**config.mk**
```make
export PLATFORM = sky130hd
export DESIGN_NAME = uart_receiver_flat
export DESIGN_NICKNAME = d
export VERILOG_FILES = /design/src/rtl/uart_pkg.sv /design/src/rtl/uart_receiver_if.sv /design/src/rtl/uart_sync_2ff.sv /design/src/rtl/uart_receiver.sv /design/src/flat_wrapper.sv
export SDC_FILE = /design/constraint.sdc
export NUM_CORES = 1
export LEC_CHECK = 0
export BUFFER_PORTS_ARGS = -buffer_cell sky130_fd_sc_hd__buf_2
export CAP_MARGIN = 20
export CELL_PAD_IN_SITES_DETAIL_PLACEMENT = 2
export CELL_PAD_IN_SITES_GLOBAL_PLACEMENT = 2
export CORE_MARGIN = 4
export CORE_UTILIZATION = 36
export DETAILED_ROUTE_END_ITERATION = 8
export GPL_TIMING_DRIVEN = 1
export PLACE_DENSITY_LB_ADDON = 0.1
export SETUP_SLACK_MARGIN = 0.1
export SLEW_MARGIN = 25
export SYNTH_ARGS = -nofsm -noshare
export SYNTH_HDL_FRONTEND = slang
export SYNTH_SLANG_ARGS = --single-unit
```
**constraint.sdc**
```tcl
create_clock -name clk -period 2.3 [get_ports clk]
set_input_delay 0.46 -clock clk [delete_from_list [all_inputs] [get_ports clk]]
set_output_delay 0.46 -clock clk [all_outputs]
set_load 0.1 [all_outputs]
```
**src/rtl/uart_pkg.sv**
```systemverilog
// Shared UART definitions: receive FSM states, bit-period helper and timer width.
package uart_pkg;

  // Bit timer width, also used by the transmit block.
  localparam int unsigned TimerWidth = 16;

  typedef enum logic [2:0] {
    StIdle,
    StStart,
    StData,
    StParity,
    StStop
  } rx_state_e;

  // Clock cycles per serial bit (integer division).
  function automatic int unsigned calc_clk_per_bit(input int unsigned baud_rate,
                                                   input int unsigned clock_frequency);
    return clock_frequency / baud_rate;
  endfunction

endpackage

```
**src/rtl/uart_receiver_if.sv**
```systemverilog
// Receive-side signal bundle: serial line in, recovered byte and status pulses out.
interface uart_receiver_if;
  logic       rx_serial;
  logic [7:0] data;
  logic       valid;
  logic       framing_error;
  logic       parity_error;
  logic       busy;

  // Receiver side.
  modport master (
    input  rx_serial,
    output data,
    output valid,
    output framing_error,
    output parity_error,
    output busy
  );

  // Line driver / byte consumer side.
  modport slave (
    output rx_serial,
    input  data,
    input  valid,
    input  framing_error,
    input  parity_error,
    input  busy
  );
endinterface

```
**src/rtl/uart_sync_2ff.sv**
```systemverilog
// Two-flop synchronizer for an asynchronous single-bit input.
module uart_sync_2ff #(
  parameter logic ResetValue = 1'b0
) (
  input  logic clk,
  input  logic rst,
  input  logic d_i,
  output logic q_o
);

  logic meta_q;
  logic sync_q;

  // Two-stage capture; both stages reset to the line's idle level.
  always_ff @(posedge clk or posedge rst) begin
    if (rst) begin
      meta_q <= ResetValue;
      sync_q <= ResetValue;
    end else begin
      meta_q <= d_i;
      sync_q <= meta_q;
    end
  end

  assign q_o = sync_q;

endmodule

```
**src/rtl/uart_receiver.sv**
```systemverilog
// UART receiver: mid-bit sampling of 8N1 frames (8E1 when UART_RX_PARITY_EN is defined),
// one-cycle valid / framing_error / parity_error pulses.
module uart_receiver
  import uart_pkg::*;
#(
  parameter int unsigned BaudRate       = 115200,
  parameter int unsigned ClockFrequency = 100000000
) (
  input logic             clk,
  input logic             rst,
  uart_receiver_if.master rx_if
);

  localparam int unsigned ClkPerBit = calc_clk_per_bit(BaudRate, ClockFrequency);
  localparam logic [TimerWidth-1:0] BitLast  = TimerWidth'(ClkPerBit - 1);
  localparam logic [TimerWidth-1:0] HalfLast = TimerWidth'(ClkPerBit / 2 - 1);

  logic                  rx_s;
  logic                  rx_prev_q;
  rx_state_e             state_q, state_d;
  logic [TimerWidth-1:0] t_count_q, t_count_d;
  logic [2:0]            bit_idx_q, bit_idx_d;
  logic [7:0]            shift_q, shift_d;
  logic [7:0]            data_q, data_d;
  logic                  valid_q, valid_d;
  logic                  framing_error_q, framing_error_d;
`ifdef UART_RX_PARITY_EN
  logic                  parity_bit_q, parity_bit_d;
  logic                  parity_error_q, parity_error_d;
`endif
  logic                  tick;

  uart_sync_2ff #(
    .ResetValue(1'b1)
  ) u_sync (
    .clk(clk),
    .rst(rst),
    .d_i(rx_if.rx_serial),
    .q_o(rx_s)
  );

  // START waits half a bit to land mid start bit; other states wait a full bit.
  assign tick = (state_q == StStart) ? (t_count_q == HalfLast) : (t_count_q == BitLast);

  // State and datapath registers.
  always_ff @(posedge clk or posedge rst) begin
    if (rst) begin
      rx_prev_q       <= 1'b1;
      state_q         <= StIdle;
      t_count_q       <= '0;
      bit_idx_q       <= '0;
      shift_q         <= '0;
      data_q          <= '0;
      valid_q         <= 1'b0;
      framing_error_q <= 1'b0;
`ifdef UART_RX_PARITY_EN
      parity_bit_q    <= 1'b0;
      parity_error_q  <= 1'b0;
`endif
    end else begin
      rx_prev_q       <= rx_s;
      state_q         <= state_d;
      t_count_q       <= t_count_d;
      bit_idx_q       <= bit_idx_d;
      shift_q         <= shift_d;
      data_q          <= data_d;
      valid_q         <= valid_d;
      framing_error_q <= framing_error_d;
`ifdef UART_RX_PARITY_EN
      parity_bit_q    <= parity_bit_d;
      parity_error_q  <= parity_error_d;
`endif
    end
  end

  // Next-state logic.
  always_comb begin
    state_d = state_q;
    unique case (state_q)
      StIdle:  if (rx_prev_q && !rx_s) state_d = StStart;
      StStart: if (tick) state_d = rx_s ? StIdle : StData;
      StData: begin
        if (tick && (bit_idx_q == 3'd7)) begin
`ifdef UART_RX_PARITY_EN
          state_d = StParity;
`else
          state_d = StStop;
`endif
        end
      end
`ifdef UART_RX_PARITY_EN
      StParity: if (tick) state_d = StStop;
`endif
      // Return at mid stop bit so a back-to-back start edge is not missed.
      StStop:  if (tick) state_d = StIdle;
      default: state_d = StIdle;
    endcase
  end

  // Timer, shift register, captured byte and status pulses.
  always_comb begin
    t_count_d       = t_count_q + 1'b1;
    bit_idx_d       = bit_idx_q;
    shift_d         = shift_q;
    data_d          = data_q;
    valid_d         = 1'b0;
    framing_error_d = 1'b0;
`ifdef UART_RX_PARITY_EN
    parity_bit_d    = parity_bit_q;
    parity_error_d  = 1'b0;
`endif
    unique case (state_q)
      StIdle: begin
        t_count_d = '0;
        bit_idx_d = '0;
      end
      StStart: if (tick) t_count_d = '0;
      StData: begin
        if (tick) begin
          t_count_d          = '0;
          shift_d[bit_idx_q] = rx_s;
          if (bit_idx_q != 3'd7) bit_idx_d = bit_idx_q + 3'd1;
        end
      end
`ifdef UART_RX_PARITY_EN
      StParity: begin
        if (tick) begin
          t_count_d    = '0;
          parity_bit_d = rx_s;
        end
      end
`endif
      StStop: begin
        if (tick) begin
          t_count_d = '0;
          if (!rx_s) begin
            framing_error_d = 1'b1;
`ifdef UART_RX_PARITY_EN
          end else if ((^shift_q) != parity_bit_q) begin
            parity_error_d = 1'b1;
`endif
          end else begin
            data_d  = shift_q;
            valid_d = 1'b1;
          end
        end
      end
      default: t_count_d = '0;
    endcase
  end

  // Output drive.
  always_comb begin
    rx_if.data          = data_q;
    rx_if.valid         = valid_q;
    rx_if.framing_error = framing_error_q;
`ifdef UART_RX_PARITY_EN
    rx_if.parity_error  = parity_error_q;
`else
    rx_if.parity_error  = 1'b0;
`endif
    rx_if.busy          = (state_q != StIdle);
  end

endmodule

```
**src/flat_wrapper.sv**
```systemverilog
// flat-port wrapper written by rule: the top's interface ports become plain ports
module uart_receiver_flat import uart_pkg::*;
#(
  parameter int unsigned BaudRate       = 115200,
  parameter int unsigned ClockFrequency = 100000000
)
  (clk, rst, rx_if_rx_serial, rx_if_data, rx_if_valid, rx_if_framing_error, rx_if_parity_error, rx_if_busy);
  uart_receiver_if rx_if_i ();
  input logic clk;
  input logic rst;
  input wire logic [$bits(rx_if_i.rx_serial)-1:0] rx_if_rx_serial;
  output wire logic [$bits(rx_if_i.data)-1:0] rx_if_data;
  output wire logic [$bits(rx_if_i.valid)-1:0] rx_if_valid;
  output wire logic [$bits(rx_if_i.framing_error)-1:0] rx_if_framing_error;
  output wire logic [$bits(rx_if_i.parity_error)-1:0] rx_if_parity_error;
  output wire logic [$bits(rx_if_i.busy)-1:0] rx_if_busy;
  assign rx_if_i.rx_serial = rx_if_rx_serial;
  assign rx_if_data = rx_if_i.data;
  assign rx_if_valid = rx_if_i.valid;
  assign rx_if_framing_error = rx_if_i.framing_error;
  assign rx_if_parity_error = rx_if_i.parity_error;
  assign rx_if_busy = rx_if_i.busy;
  uart_receiver #(.BaudRate(BaudRate), .ClockFrequency(ClockFrequency)) u_core (.clk(clk), .rst(rst), .rx_if(rx_if_i));
endmodule
```
# Yosys cells after proc, flatten, opt, wreduce, memory -nomap -nowiden
# Cells that the tools add are included.
[word_totals] regBits=43 out_inout_bits=12 wordCells=60
[op_classes] add_sub_neg=2 magnitude_cmp=2 eq_ne=13 n_mux=21 reduce_logical=12
[ops] cell="2-to-1 mux 16 bit" count=2
[ops] cell="2-to-1 mux 3 bit" count=6
[ops] cell="adder 16 x 1 -> 16 bit, second input constant" count=1
[ops] cell="equality test 16 x 10 -> 1 bit, second input constant" count=1
[ops] cell="equality test 16 x 9 -> 1 bit, second input constant" count=1
[ops] cell="inequality test 2 x 1 -> 1 bit, second input constant" count=6
[ops] cell="one-hot mux 3 bit (4 select lines)" count=1
[ops] cell="bitwise mux 8 bit" count=1
[ops] cell="2-to-1 mux 1 bit" count=8
[ops] cell="equality test 3 bit, second input constant" count=2
[ops] cell="one-hot mux 3 bit (2 select lines)" count=1
[ops] cell="AND reduction 3 bit" count=2
[ops] cell="less-than comparator 3 x 4 -> 1 bit, second input constant" count=1
[ops] cell="AND reduction 4 bit" count=1
[ops] cell="adder 3 x 1 -> 3 bit, second input constant" count=1
[ops] cell="demux 1 bit (select 3 bit)" count=1
[ops] cell="equality test 3 x 1 -> 1 bit, second input constant" count=1
[ops] cell="equality test 3 x 2 -> 1 bit, second input constant" count=1
[ops] cell="greater-or-equal comparator 3 x 1 -> 1 bit, second input constant" count=1
[ops] cell="logical AND 1 bit" count=3
[ops] cell="logical NOT 3 bit" count=1
[ops] cell="inequality test 3 bit, second input constant" count=1
[ops] cell="nonzero test 3 bit" count=1
[ops] cell="OR reduction 3 bit" count=1
[ops] cell="4 further kinds" count=4

# Depth between registers and ports, before layout
# Gate-level depths: netlist of run 1.
[depth] word_depth=5 ltp_mapped=8

# Modules after synthesis
# From an unflattened synthesis of run 1, not the netlist that was laid out.
[hier_totals] cells_unflattened=185 hier_area_um2=2070.7
[modules_own_cells] module="uart_receiver" instances=1 cells_per_inst=182 area_each_um2=2014.4 seq_area_each_um2=1027.2
[modules_own_cells] module="uart_sync_2ff" instances=1 cells_per_inst=3 area_each_um2=56.3 seq_area_each_um2=52.6

# Worst setup path after synthesis of run 1
# No wires, ideal clock.
[synth_path] path_kind="register -> register" from="register u_core.state_q[2]" to="register u_core.shift_q[0]" t_arrival_ps=2056 path_slack_ps=119 stages_incl_launch_ff=8 n_path_buf=2 period_less_slack_ps=2181 cell_sequence="dfrtp_1 -> buf_2 -> or3b_1 -> or3_4 -> a21oi_4 -> buf_6 -> nand4b_1 -> mux2_4"
[synth_between] elab_chain_cells=3
[synth_rtl] element="start: declaration" line="uart_receiver.sv:20" source="rx_state_e state_q, state_d;"
[synth_rtl] element="start signal: assignment" line="uart_receiver.sv:49" source="state_q <= StIdle;"
[synth_rtl] element="start signal: assignment" line="uart_receiver.sv:62" source="state_q <= state_d;"
[synth_rtl] element="equality test 3 x 1 -> 1 bit" line="uart_receiver.sv:43" source="assign tick = (state_q == StStart) ? (t_count_q == HalfLast) : (t_count_q == BitLast);"
[synth_rtl] element="2-to-1 mux 1 bit" line="uart_receiver.sv:43"
[synth_rtl] element="AND reduction 2 bit (no source line) (*)"
[synth_rtl] element="end signal: assignment" line="uart_receiver.sv:65" source="shift_q <= shift_d;"
[synth_rtl] element="end: declaration" line="uart_receiver.sv:23" source="logic [7:0] shift_q, shift_d;"
# Every way passes the cells marked *; elsewhere a longest branch is shown, timed or not.
# A chain may end at the register's enable or synchronous reset.

# Final worst setup path of run 1
[layout_path] from="register u_core.state_q[1]" to="register u_core.data_q[1], in the netlist u_core.rx_if.data[1]"
[layout_between] elab_chain_cells=3
[layout_rtl] element="equality test 3 x 1 -> 1 bit" line="uart_receiver.sv:43"
[layout_rtl] element="2-to-1 mux 1 bit" line="uart_receiver.sv:43"
[layout_rtl] element="AND reduction 3 bit (no source line) (*)"
[layout_rtl] element="end signal: assignment" line="uart_receiver.sv:66" source="data_q <= data_d;"
[layout_rtl] element="end: declaration" line="uart_receiver.sv:24" source="logic [7:0] data_q, data_d;"
# Marked as above.

==> impl_metrics.xml, run 1 <==
<?xml version="1.0" encoding="UTF-8"?>
<metrics>
  <group name="setup_path">
    <metric name="cp.arrival" unit="ns">2.32</metric>
    <metric name="reg2reg_to" unit="">u_core.rx_if.data[1]</metric>
    <metric name="crit_slowest_cell" unit="">sky130_fd_sc_hd__or3b_1</metric>
    <metric name="reg2reg_setup_slack" unit="ns">0.17</metric>
    <metric name="worst_ep_required" unit="ns">2.49</metric>
    <metric name="r2r.worst_path.cells" unit="">6</metric>
    <metric name="highest_fanout_seen_on_the_critical_path" unit="">12</metric>
    <metric name="timing.critical_path.from_type" unit="">flop</metric>
    <metric name="cell_by_cell_trace_of_the_critical_path" unit="">or3b_1 -&gt; or3_4 -&gt; a21oi_4 -&gt; buf_12 -&gt; nand3_4 -&gt; mux2_1</metric>
    <metric name="worst-setup-path-type" unit="">reg2reg</metric>
    <metric name="critical_path.reg2reg.startpoint" unit="">u_core.state_q[1]</metric>
    <metric name="worst_setup_path_end_kind" unit="">flop</metric>
    <metric name="cpPeakStageDelay" unit="ns">0.41</metric>
  </group>
  <group name="floorplan">
    <metric name="placementRows" unit="">27</metric>
    <metric name="die_w" unit="µm">83.9</metric>
    <metric name="chipHeight" unit="µm">83.9</metric>
    <metric name="fp.dieArea" unit="µm²">7050</metric>
    <metric name="placeableCoreArea" unit="µm²">5540</metric>
    <metric name="initial_utilization" unit="%">37.5</metric>
    <metric name="num_io_pins" unit="">15</metric>
  </group>
  <group name="clock_tree">
    <metric name="clock_latency_at_the_later_pin_of_the_worst_skew_pair" unit="ns">0.30</metric>
    <metric name="clk_root_buffer_cell" unit="">sky130_fd_sc_hd__clkbuf_8</metric>
    <metric name="worst_setup_hold_path_clk_slew" unit="ns">0.09</metric>
    <metric name="tritoncts_num_sinks" unit="">43</metric>
    <metric name="clock_tree.buffer_depth" unit="">2</metric>
    <metric name="numCtsBuffers" unit="">5</metric>
    <metric name="cts_max_level" unit="">2</metric>
    <metric name="cts_tree" unit="">built</metric>
  </group>
  <group name="yosys">
    <metric name="synth-main-ff-cell" unit="">sky130_fd_sc_hd__dfrtp_1</metric>
    <metric name="synth_top_family_by_area" unit="">simple AND/OR/NAND/NOR gates</metric>
    <metric name="yosys.area_share.simple" unit="%">20.8</metric>
    <metric name="async_flop_share" unit="%">100</metric>
    <metric name="synth.ff_latch_count" unit="">43</metric>
    <metric name="yosysUniqueCellTypes" unit="">42</metric>
    <metric name="yosysTopAreaCell" unit="">sky130_fd_sc_hd__dfrtp_1</metric>
    <metric name="synth_compound_gate_area_share" unit="%">4.04</metric>
    <metric name="netlist_instances" unit="">186</metric>
    <metric name="synth_top_area_share" unit="%">48.2</metric>
    <metric name="post_synth_instance_area" unit="µm²">2080</metric>
    <metric name="yosys.area_share.xor_xnor" unit="%">6.33</metric>
    <metric name="synth_area_leaders" unit="">sky130_fd_sc_hd__dfrtp_1 48%, sky130_fd_sc_hd__mux2_1 7.6%, sky130_fd_sc_hd__nor2_1 4.3%</metric>
    <metric name="ys_seq_area_share" unit="%">52.0</metric>
    <metric name="synth.avg_cell_area" unit="µm²">11.2</metric>
    <metric name="synth-warning-count" unit="">0</metric>
    <metric name="synth-edff-count" unit="">0</metric>
    <metric name="post_synth_net_total" unit="">192</metric>
    <metric name="yosys-mux-area-fraction" unit="%">10.5</metric>
    <metric name="synth_adder_area_share" unit="%">1.81</metric>
  </group>
  <group name="global_route">
    <metric name="grt_usage" unit="%">14.5</metric>
    <metric name="largest_net_degree_at_the_start_of_global_routing" unit="">44</metric>
    <metric name="grt_pass1_vias" unit="">1630</metric>
    <metric name="overflow" unit="">0</metric>
    <metric name="first_pass_grt_wire_length" unit="mm">8.18</metric>
    <metric name="antenna_found_initial" unit="">0</metric>
  </group>
  <group name="power_and_ir_drop">
    <metric name="share_comb_of_total_power" unit="%">12.9</metric>
    <metric name="pwr-share-seq" unit="%">56.4</metric>
    <metric name="p_clk_share" unit="%">30.7</metric>
    <metric name="power.density_cell_area" unit="nW/µm²">668</metric>
    <metric name="static_leakage" unit="µW">0.00109</metric>
    <metric name="vdd.ir_drop.worst" unit="mV">0.308</metric>
    <metric name="internal-power" unit="µW">1090</metric>
    <metric name="p_sw_share" unit="%">30.2</metric>
    <metric name="power.net_switching" unit="µW">472</metric>
  </group>
  <group name="sta">
    <metric name="setup-violations-final" unit="">0</metric>
    <metric name="crit_share_post_route" unit="%">92.7</metric>
    <metric name="timing.slew.headroom" unit="%">62.9</metric>
    <metric name="fin_skew" unit="ns">0.00894</metric>
    <metric name="fmaxAchievable" unit="GHz">0.469</metric>
    <metric name="grt_setup_unrepaired" unit="">true</metric>
    <metric name="final-max-slew-violation-count" unit="">0</metric>
    <metric name="post-route-min-period" unit="ns">2.13</metric>
    <metric name="timing_worst_slew_pin_value" unit="ns">0.556</metric>
    <metric name="hold_violations" unit="">0</metric>
    <metric name="setup_total_negative_slack" unit="ns">0</metric>
  </group>
  <group name="final_layout">
    <metric name="final_cell_area" unit="µm²">2340</metric>
    <metric name="filler_cell_count" unit="">613</metric>
    <metric name="drive_above_1_share" unit="%">18.6</metric>
    <metric name="flow.area_growth_from_synthesis" unit="%">12.7</metric>
    <metric name="insertedDiodeCount" unit="">0</metric>
    <metric name="fin_cells" unit="">276</metric>
    <metric name="finish.utilization" unit="%">42.2</metric>
    <metric name="design.final.nets" unit="">209</metric>
  </group>
  <group name="placement">
    <metric name="dpl-instance-area" unit="µm²">2220</metric>
    <metric name="gp_congestion" unit="">0.759</metric>
    <metric name="numPortBuffers" unit="">13</metric>
    <metric name="detailedPlacementHpwl" unit="mm">3.34</metric>
    <metric name="place.detailed.instances" unit="">266</metric>
  </group>
  <group name="routing">
    <metric name="wirelength" unit="mm">4.80</metric>
    <metric name="detailedRoute.firstPassIterationCount" unit="">4</metric>
    <metric name="route.detailed.drc" unit="">0</metric>
    <metric name="avgViaCountPerCell" unit="">5.12</metric>
    <metric name="drt_iter0_markers" unit="">32</metric>
    <metric name="routedWlPerCell" unit="µm">17.4</metric>
    <metric name="detail-route-antenna-nets" unit="">0</metric>
    <metric name="vias" unit="">1414</metric>
  </group>
  <group name="outcome">
    <metric name="outcome" unit="">finished clean</metric>
  </group>
  <group name="hold_path">
    <metric name="min_delay_worst_endpoint" unit="">u_core.u_sync.meta_q</metric>
    <metric name="hold_class" unit="">in2reg</metric>
    <metric name="min_path_cells" unit="">1</metric>
    <metric name="hold_start" unit="">rx_if_rx_serial</metric>
  </group>
  <group name="job">
    <metric name="timing.max_cap.violations" unit="">0</metric>
  </group>
</metrics>
[placed cells by master (no fill, tap or decap), types with 2 or more instances in the layout]
master,count
sky130_fd_sc_hd__and4_1,2
sky130_fd_sc_hd__ha_1,3
sky130_fd_sc_hd__buf_4,6
sky130_fd_sc_hd__mux2i_1,3
sky130_fd_sc_hd__inv_1,8
sky130_fd_sc_hd__a21oi_1,2
sky130_fd_sc_hd__mux2_1,14
sky130_fd_sc_hd__dfrtp_1,40
sky130_fd_sc_hd__nor2_1,24
sky130_fd_sc_hd__nand2_1,8
sky130_fd_sc_hd__nand4b_1,6
sky130_fd_sc_hd__nand3_4,2
sky130_fd_sc_hd__nand4_1,9
sky130_fd_sc_hd__and3_1,2
sky130_fd_sc_hd__buf_2,13
sky130_fd_sc_hd__nand3_1,7
sky130_fd_sc_hd__a22o_1,2
sky130_fd_sc_hd__dfstp_2,3
sky130_fd_sc_hd__clkbuf_8,5
sky130_fd_sc_hd__xor2_1,8
sky130_fd_sc_hd__xnor2_1,7
sky130_fd_sc_hd__nor3_1,7
sky130_fd_sc_hd__mux2_4,2
[final cells by class]
| cell class | count | area (µm²) | area share, % |
|---|---|---|---|
| well taps | 72 | 90.1 | 3.85 |
| clock buffers | 6 | 72.6 | 3.10 |
| repair buffers | 20 | 130 | 5.56 |
| inverters | 8 | 30.0 | 1.28 |
| multi-input cells | 125 | 923 | 39.5 |
| flip-flops and latches | 43 | 1080 | 46.2 |
| clock inverters | 2 | 12.5 | 0.535 |
[cell families after synthesis]
family / after synthesis
AOI/OAI and AO/OA: 10
xor gates and xnor gates: 15
adders and majority gates: 3
buffers and inverters: 19
DFF: 43
muxes: 19
other: 1
and+or+nand+nor: 76
[cell usage after synthesis, drive strengths merged, types with 2 or more instances]
cell and count:
a21oi 3, a22o 2, nor2 24, nand2 8, mux2i 3, ha 3
and3 2, nand3 8, clkbuf 4, mux2 16, buf 7, xnor2 7
inv 8, and4 2, nand4 9, dfstp 3, dfrtp 40, o21ai 2
nand4b 6, or2 2, nor3 7, xor2 8
[critical path, delay by kind of cell (launching register included)]
kind,cells,cell delay (ns)
and+or+nand+nor,3,0.94
DFF,1,0.40
muxes,1,0.35
AOI/OAI and AO/OA,1,0.16
buffers and inverters,1,0.16
[worst max path at each step]
stage / startpoint / endpoint / cells past startpoint
global placement: u_core.state_q[1] / u_core.rx_if.data[6] / 5
finish: u_core.state_q[1] / u_core.rx_if.data[1] / 6
floorplan: u_core.state_q[2] / u_core.shift_q[0] / 7
detailed placement: u_core.state_q[1] / u_core.rx_if.data[1] / 5
global route: u_core.state_q[1] / u_core.bit_idx_q[2] / 5
CTS: u_core.state_q[1] / u_core.rx_if.data[1] / 6
[metrics by stage]
step	worst slack, ns	total power [µW]	hold WS (ns)
detailed placement	0.0573	1100	0.351
finish	0.169	1560	0.255
global placement	0.171	1090	0.347
floorplan	0.119	1040	0.345
CTS	0.139	1590	0.244
global route	0.0742	1660	0.235
[layer usage]
layer  vias up  GRT usage [%]  routed length [µm]
met3        12           3.36                  94
li1        674              -                   -
met4         0           5.70                 107
met5         -              0                   0
met1       716           17.0                2060
met2        12           25.5                2530
[power groups by stage]
stage                     logic, µW  clock network (µW)  registers (µW)
after floorplan                 172                   0             864
after detailed placement        207                   0             895
after global routing            226                 543             890
after CTS                       207                 500             880
final                           202                 479             881
after global placement          197                   0             888
[registers in the layout, indices dropped and copies added, names as in the netlist]
name,count
u_core.bit_idx_q,3
u_core.rx_if.data,8
u_core.rx_if.framing_error,1
u_core.rx_if.valid,1
u_core.rx_prev_q,1
u_core.shift_q,8
u_core.state_q,3
u_core.t_count_q,16
u_core.u_sync.meta_q,1
u_core.u_sync.q_o,1
[repair_timing]
| item | CTS | global route |
|---|---|---|
| endpoints found under the hold margin | 0 | 0 |
| resized for setup | 0 | 1 |
| pin swaps | 1 | 0 |
| buffers inserted | 1 | 0 |
| setup endpoints to repair | 9 | 9 |
| gates cloned | 0 | 1 |
| hold buffers | 0 | 0 |
No activity file was read; power rests on OpenSTA's default activity.
==> inputs of run 2 (changes only) <==
--- a/config.mk
+++ b/config.mk
@@ -5,12 +5,13 @@
 export SDC_FILE = /design/constraint.sdc
 export NUM_CORES = 1
 export LEC_CHECK = 0
+export ABC_AREA = 1
 export BUFFER_PORTS_ARGS = -buffer_cell sky130_fd_sc_hd__buf_2
 export CAP_MARGIN = 20
 export CELL_PAD_IN_SITES_DETAIL_PLACEMENT = 2
 export CELL_PAD_IN_SITES_GLOBAL_PLACEMENT = 2
 export CORE_MARGIN = 4
-export CORE_UTILIZATION = 36
+export CORE_UTILIZATION = 32
 export DETAILED_ROUTE_END_ITERATION = 8
 export GPL_TIMING_DRIVEN = 1
 export PLACE_DENSITY_LB_ADDON = 0.1
==> run 2 against run 1 <==
Net effect: setup slack better by 0.090 ns; critical endpoint is now rx_if_busy; via count is 39% higher; die area is 25% higher; largest cell class unchanged; hold slack better by 0.0064 ns; sequential share of layout area is 5.4 points lower; wire length is 22% higher; clock skew is 0.00059 ns higher.
==> impl_metrics.xml, run 2 <==
<?xml version="1.0" encoding="UTF-8"?>
<metrics>
  <group name="outcome">
    <metric name="outcome" unit="">finished clean</metric>
  </group>
  <group name="sta">
    <metric name="hold_ws" unit="ns">0.262</metric>
    <metric name="hold_violations" unit="">0</metric>
    <metric name="setup_total_negative_slack" unit="ns">0</metric>
    <metric name="post-route-min-period" unit="ns">2.04</metric>
    <metric name="crit_share_post_route" unit="%">88.8</metric>
    <metric name="timing.slew.headroom" unit="%">62.5</metric>
    <metric name="fmaxAchievable" unit="GHz">0.490</metric>
    <metric name="fin_skew" unit="ns">0.00953</metric>
    <metric name="final-max-slew-violation-count" unit="">0</metric>
    <metric name="timing_worst_slew_pin_value" unit="ns">0.562</metric>
    <metric name="setup-violations-final" unit="">0</metric>
    <metric name="grt_setup_unrepaired" unit="">false</metric>
  </group>
  <group name="floorplan">
    <metric name="initial_utilization" unit="%">32.8</metric>
    <metric name="num_io_pins" unit="">15</metric>
    <metric name="placeableCoreArea" unit="µm²">7210</metric>
    <metric name="placementRows" unit="">31</metric>
    <metric name="chipHeight" unit="µm">94.0</metric>
    <metric name="fp.dieArea" unit="µm²">8830</metric>
    <metric name="die_w" unit="µm">94.0</metric>
  </group>
  <group name="power_and_ir_drop">
    <metric name="internal-power" unit="µW">1280</metric>
    <metric name="power.density_cell_area" unit="nW/µm²">781</metric>
    <metric name="power.net_switching" unit="µW">785</metric>
    <metric name="pwr-share-seq" unit="%">41.5</metric>
    <metric name="vdd.ir_drop.worst" unit="mV">0.377</metric>
    <metric name="static_leakage" unit="µW">0.00129</metric>
    <metric name="fin_total_pwr" unit="µW">2070</metric>
    <metric name="p_clk_share" unit="%">27.5</metric>
    <metric name="p_sw_share" unit="%">38.0</metric>
    <metric name="share_comb_of_total_power" unit="%">31.0</metric>
  </group>
  <group name="hold_path">
    <metric name="hold_class" unit="">in2reg</metric>
  </group>
  <group name="global_route">
    <metric name="grt_pass1_vias" unit="">2145</metric>
    <metric name="grt_usage" unit="%">14.8</metric>
    <metric name="grt_most_used_layer" unit="">met2</metric>
    <metric name="largest_net_degree_at_the_start_of_global_routing" unit="">44</metric>
    <metric name="met2_track_utilization_from_global_routing" unit="%">24.4</metric>
    <metric name="met3_track_usage_gr" unit="%">2.72</metric>
    <metric name="grt_use_met1" unit="%">20.0</metric>
    <metric name="antenna_found_initial" unit="">0</metric>
    <metric name="first_pass_grt_wire_length" unit="mm">10.3</metric>
    <metric name="overflow" unit="">0</metric>
  </group>
  <group name="yosys">
    <metric name="ys_seq_area_share" unit="%">45.6</metric>
    <metric name="yosysUniqueCellTypes" unit="">33</metric>
    <metric name="async_flop_share" unit="%">100</metric>
    <metric name="synth-warning-count" unit="">0</metric>
    <metric name="post_synth_net_total" unit="">314</metric>
    <metric name="synth_top_area_share" unit="%">42.3</metric>
    <metric name="post_synth_instance_area" unit="µm²">2370</metric>
    <metric name="synth.ff_latch_count" unit="">43</metric>
    <metric name="synth-main-ff-cell" unit="">sky130_fd_sc_hd__dfrtp_1</metric>
    <metric name="synth.most_common_cell" unit="">sky130_fd_sc_hd__nand2_1</metric>
    <metric name="synthTopCellsByCount" unit="">88 x sky130_fd_sc_hd__nand2_1, 46 x sky130_fd_sc_hd__inv_1, 40 x sky130_fd_sc_hd__dfrtp_1, 37 x sky130_fd_sc_hd__nor2_1, 17 x sky130_fd_sc_hd__nand3_1</metric>
    <metric name="netlist_instances" unit="">308</metric>
    <metric name="yosysTopAreaCell" unit="">sky130_fd_sc_hd__dfrtp_1</metric>
    <metric name="synth_area_leaders" unit="">sky130_fd_sc_hd__dfrtp_1 42%, sky130_fd_sc_hd__nand2_1 14%, sky130_fd_sc_hd__inv_1 7.3%</metric>
    <metric name="synth-edff-count" unit="">0</metric>
    <metric name="synth.avg_cell_area" unit="µm²">7.68</metric>
  </group>
  <group name="routing">
    <metric name="routedWlPerCell" unit="µm">13.8</metric>
    <metric name="vias" unit="">1970</metric>
    <metric name="wirelength" unit="mm">5.85</metric>
    <metric name="route.detailed.drc" unit="">0</metric>
    <metric name="drt_iter0_markers" unit="">36</metric>
    <metric name="detail-route-antenna-nets" unit="">0</metric>
    <metric name="detailedRoute.firstPassIterationCount" unit="">4</metric>
    <metric name="avgViaCountPerCell" unit="">4.64</metric>
  </group>
  <group name="placement">
    <metric name="detailedPlacementHpwl" unit="mm">4.62</metric>
    <metric name="numPortBuffers" unit="">13</metric>
    <metric name="place.detailed.instances" unit="">418</metric>
    <metric name="gp_congestion" unit="">0.732</metric>
  </group>
  <group name="setup_path">
    <metric name="crit_slowest_cell" unit="">sky130_fd_sc_hd__dfrtp_1</metric>
    <metric name="cpPeakStageDelay" unit="ns">0.45</metric>
    <metric name="cp.arrival" unit="ns">1.58</metric>
    <metric name="critical-path-top-cell-by-count" unit="">sky130_fd_sc_hd__nor2_1</metric>
    <metric name="timing.critical_path.from_type" unit="">flop</metric>
    <metric name="worst-setup-path-type" unit="">reg2out</metric>
    <metric name="cell_by_cell_trace_of_the_critical_path" unit="">nor2_1 -&gt; inv_2 -&gt; nor2_1 -&gt; inv_1 -&gt; clkbuf_4</metric>
    <metric name="highest_fanout_seen_on_the_critical_path" unit="">6</metric>
    <metric name="crit_family" unit="">buffers and inverters</metric>
    <metric name="critPathBufInv" unit="">3</metric>
    <metric name="worst_setup_path_end_kind" unit="">output port</metric>
    <metric name="worst_ep_required" unit="ns">1.84</metric>
  </group>
  <group name="final_layout">
    <metric name="flow.area_growth_from_synthesis" unit="%">11.8</metric>
    <metric name="fin_cells" unit="">425</metric>
    <metric name="final_common_cell" unit="">sky130_fd_sc_hd__nand2_1</metric>
    <metric name="top_register" unit="">u_core.t_count_q</metric>
    <metric name="insertedDiodeCount" unit="">0</metric>
    <metric name="finish.utilization" unit="%">36.7</metric>
    <metric name="design.final.nets" unit="">332</metric>
    <metric name="largest_register_ffs" unit="">16</metric>
    <metric name="drive_above_1_share" unit="%">17.8</metric>
    <metric name="mostFrequentLayoutCells" unit="">88 x sky130_fd_sc_hd__nand2_1, 45 x sky130_fd_sc_hd__inv_1, 40 x sky130_fd_sc_hd__dfrtp_1</metric>
  </group>
  <group name="clock_tree">
    <metric name="cts_max_level" unit="">2</metric>
    <metric name="clk_root_buffer_cell" unit="">sky130_fd_sc_hd__clkbuf_8</metric>
    <metric name="cts_tree" unit="">built</metric>
    <metric name="postCtsHoldBufs" unit="">0</metric>
    <metric name="numCtsBuffers" unit="">5</metric>
    <metric name="worst_setup_hold_path_clk_slew" unit="ns">0.07</metric>
    <metric name="clock_tree.buffer_depth" unit="">2</metric>
    <metric name="clock_latency_at_the_later_pin_of_the_worst_skew_pair" unit="ns">0.30</metric>
    <metric name="tritoncts_num_sinks" unit="">43</metric>
  </group>
  <group name="job">
    <metric name="timing.max_cap.violations" unit="">0</metric>
  </group>
</metrics>
## run 2: changes by cell type in the layout (fill, tap and decap cells not counted), sizes merged, moves of 3 or more
cell    change
mux2       -16
xor2        -5
nor2       +21
o21ai      +16
inv        +43
nand4b      -6
xnor2       -7
nand3      +11
nand2      +86
buf         -6
mux2i       -3
nor3        +3
## run 2: cell families after synthesis
logic type	count (synthesis)	synth area share (%)
and+or+nand+nor	180	36.5
DFF	43	45.6
AOI/OAI and AO/OA	22	5.50
adders and majority gates	3	1.59
other	1	0.158
xor gates and xnor gates	3	1.11
buffers and inverters	56	9.47
## run 2: path summary, 6_finish.rpt
check,startpoint,to,slack [ns],cells after the start
setup / recovery,u_core.state_q[0],rx_if_busy,0.26,5
hold / removal,rx_if_rx_serial,u_core.u_sync.meta_q,0.26,1
setup reg to reg,u_core.state_q[1],u_core.t_count_q[12],0.41,9
hold reg to reg,u_core.u_sync.meta_q,u_core.u_sync.q_o,0.36,0
max in group asynchronous,rst,u_core.t_count_q[9],1.60,3
min in group asynchronous,rst,u_core.t_count_q[11],0.29,3
## run 2: power groups by stage
| stage | clock network, µW | logic [µW] | registers (µW) |
|---|---|---|---|
| 2_1_floorplan | 0 | 488 | 858 |
| 3_3_place_gp | 0 | 644 | 871 |
| 3_5_place_dp | 0 | 647 | 873 |
| 4_1_cts | 607 | 651 | 858 |
| 5_1_grt | 625 | 732 | 867 |
| 6_report | 569 | 641 | 857 |
## run 2: layout make-up
class / instances / area (µm²)
repair buffers: 15 / 82.6
inverters: 52 / 195
clock inverters: 1 / 30.0
well taps: 99 / 124
clock buffers: 6 / 72.6
flip-flops and latches: 43 / 1080
fillers: 878 / 4570
multi-input cells: 209 / 1060
## run 2: timing repair
item                       in CTS  in global routing
gates resized for setup         0                  1
setup endpoints to repair       0                  1
buffers inserted                0                  0
## run 2: through the flow
| stage | setup WS [ns] | area (µm²) |
|---|---|---|
| after floorplan | 0.547 | 2370 |
| after global placement | 0.342 | 2540 |
| after detailed placement | 0.376 | 2540 |
| after CTS | 0.183 | 2640 |
| after global routing | 0.122 | 2650 |
| final | 0.259 | 2650 |
## run 2: routing by layer
metal | up-vias | wire length (µm)
met5 | - | 0
met4 | 0 | 68
met3 | 6 | 137
met2 | 15 | 2750
met1 | 970 | 2890
li1 | 979 | -
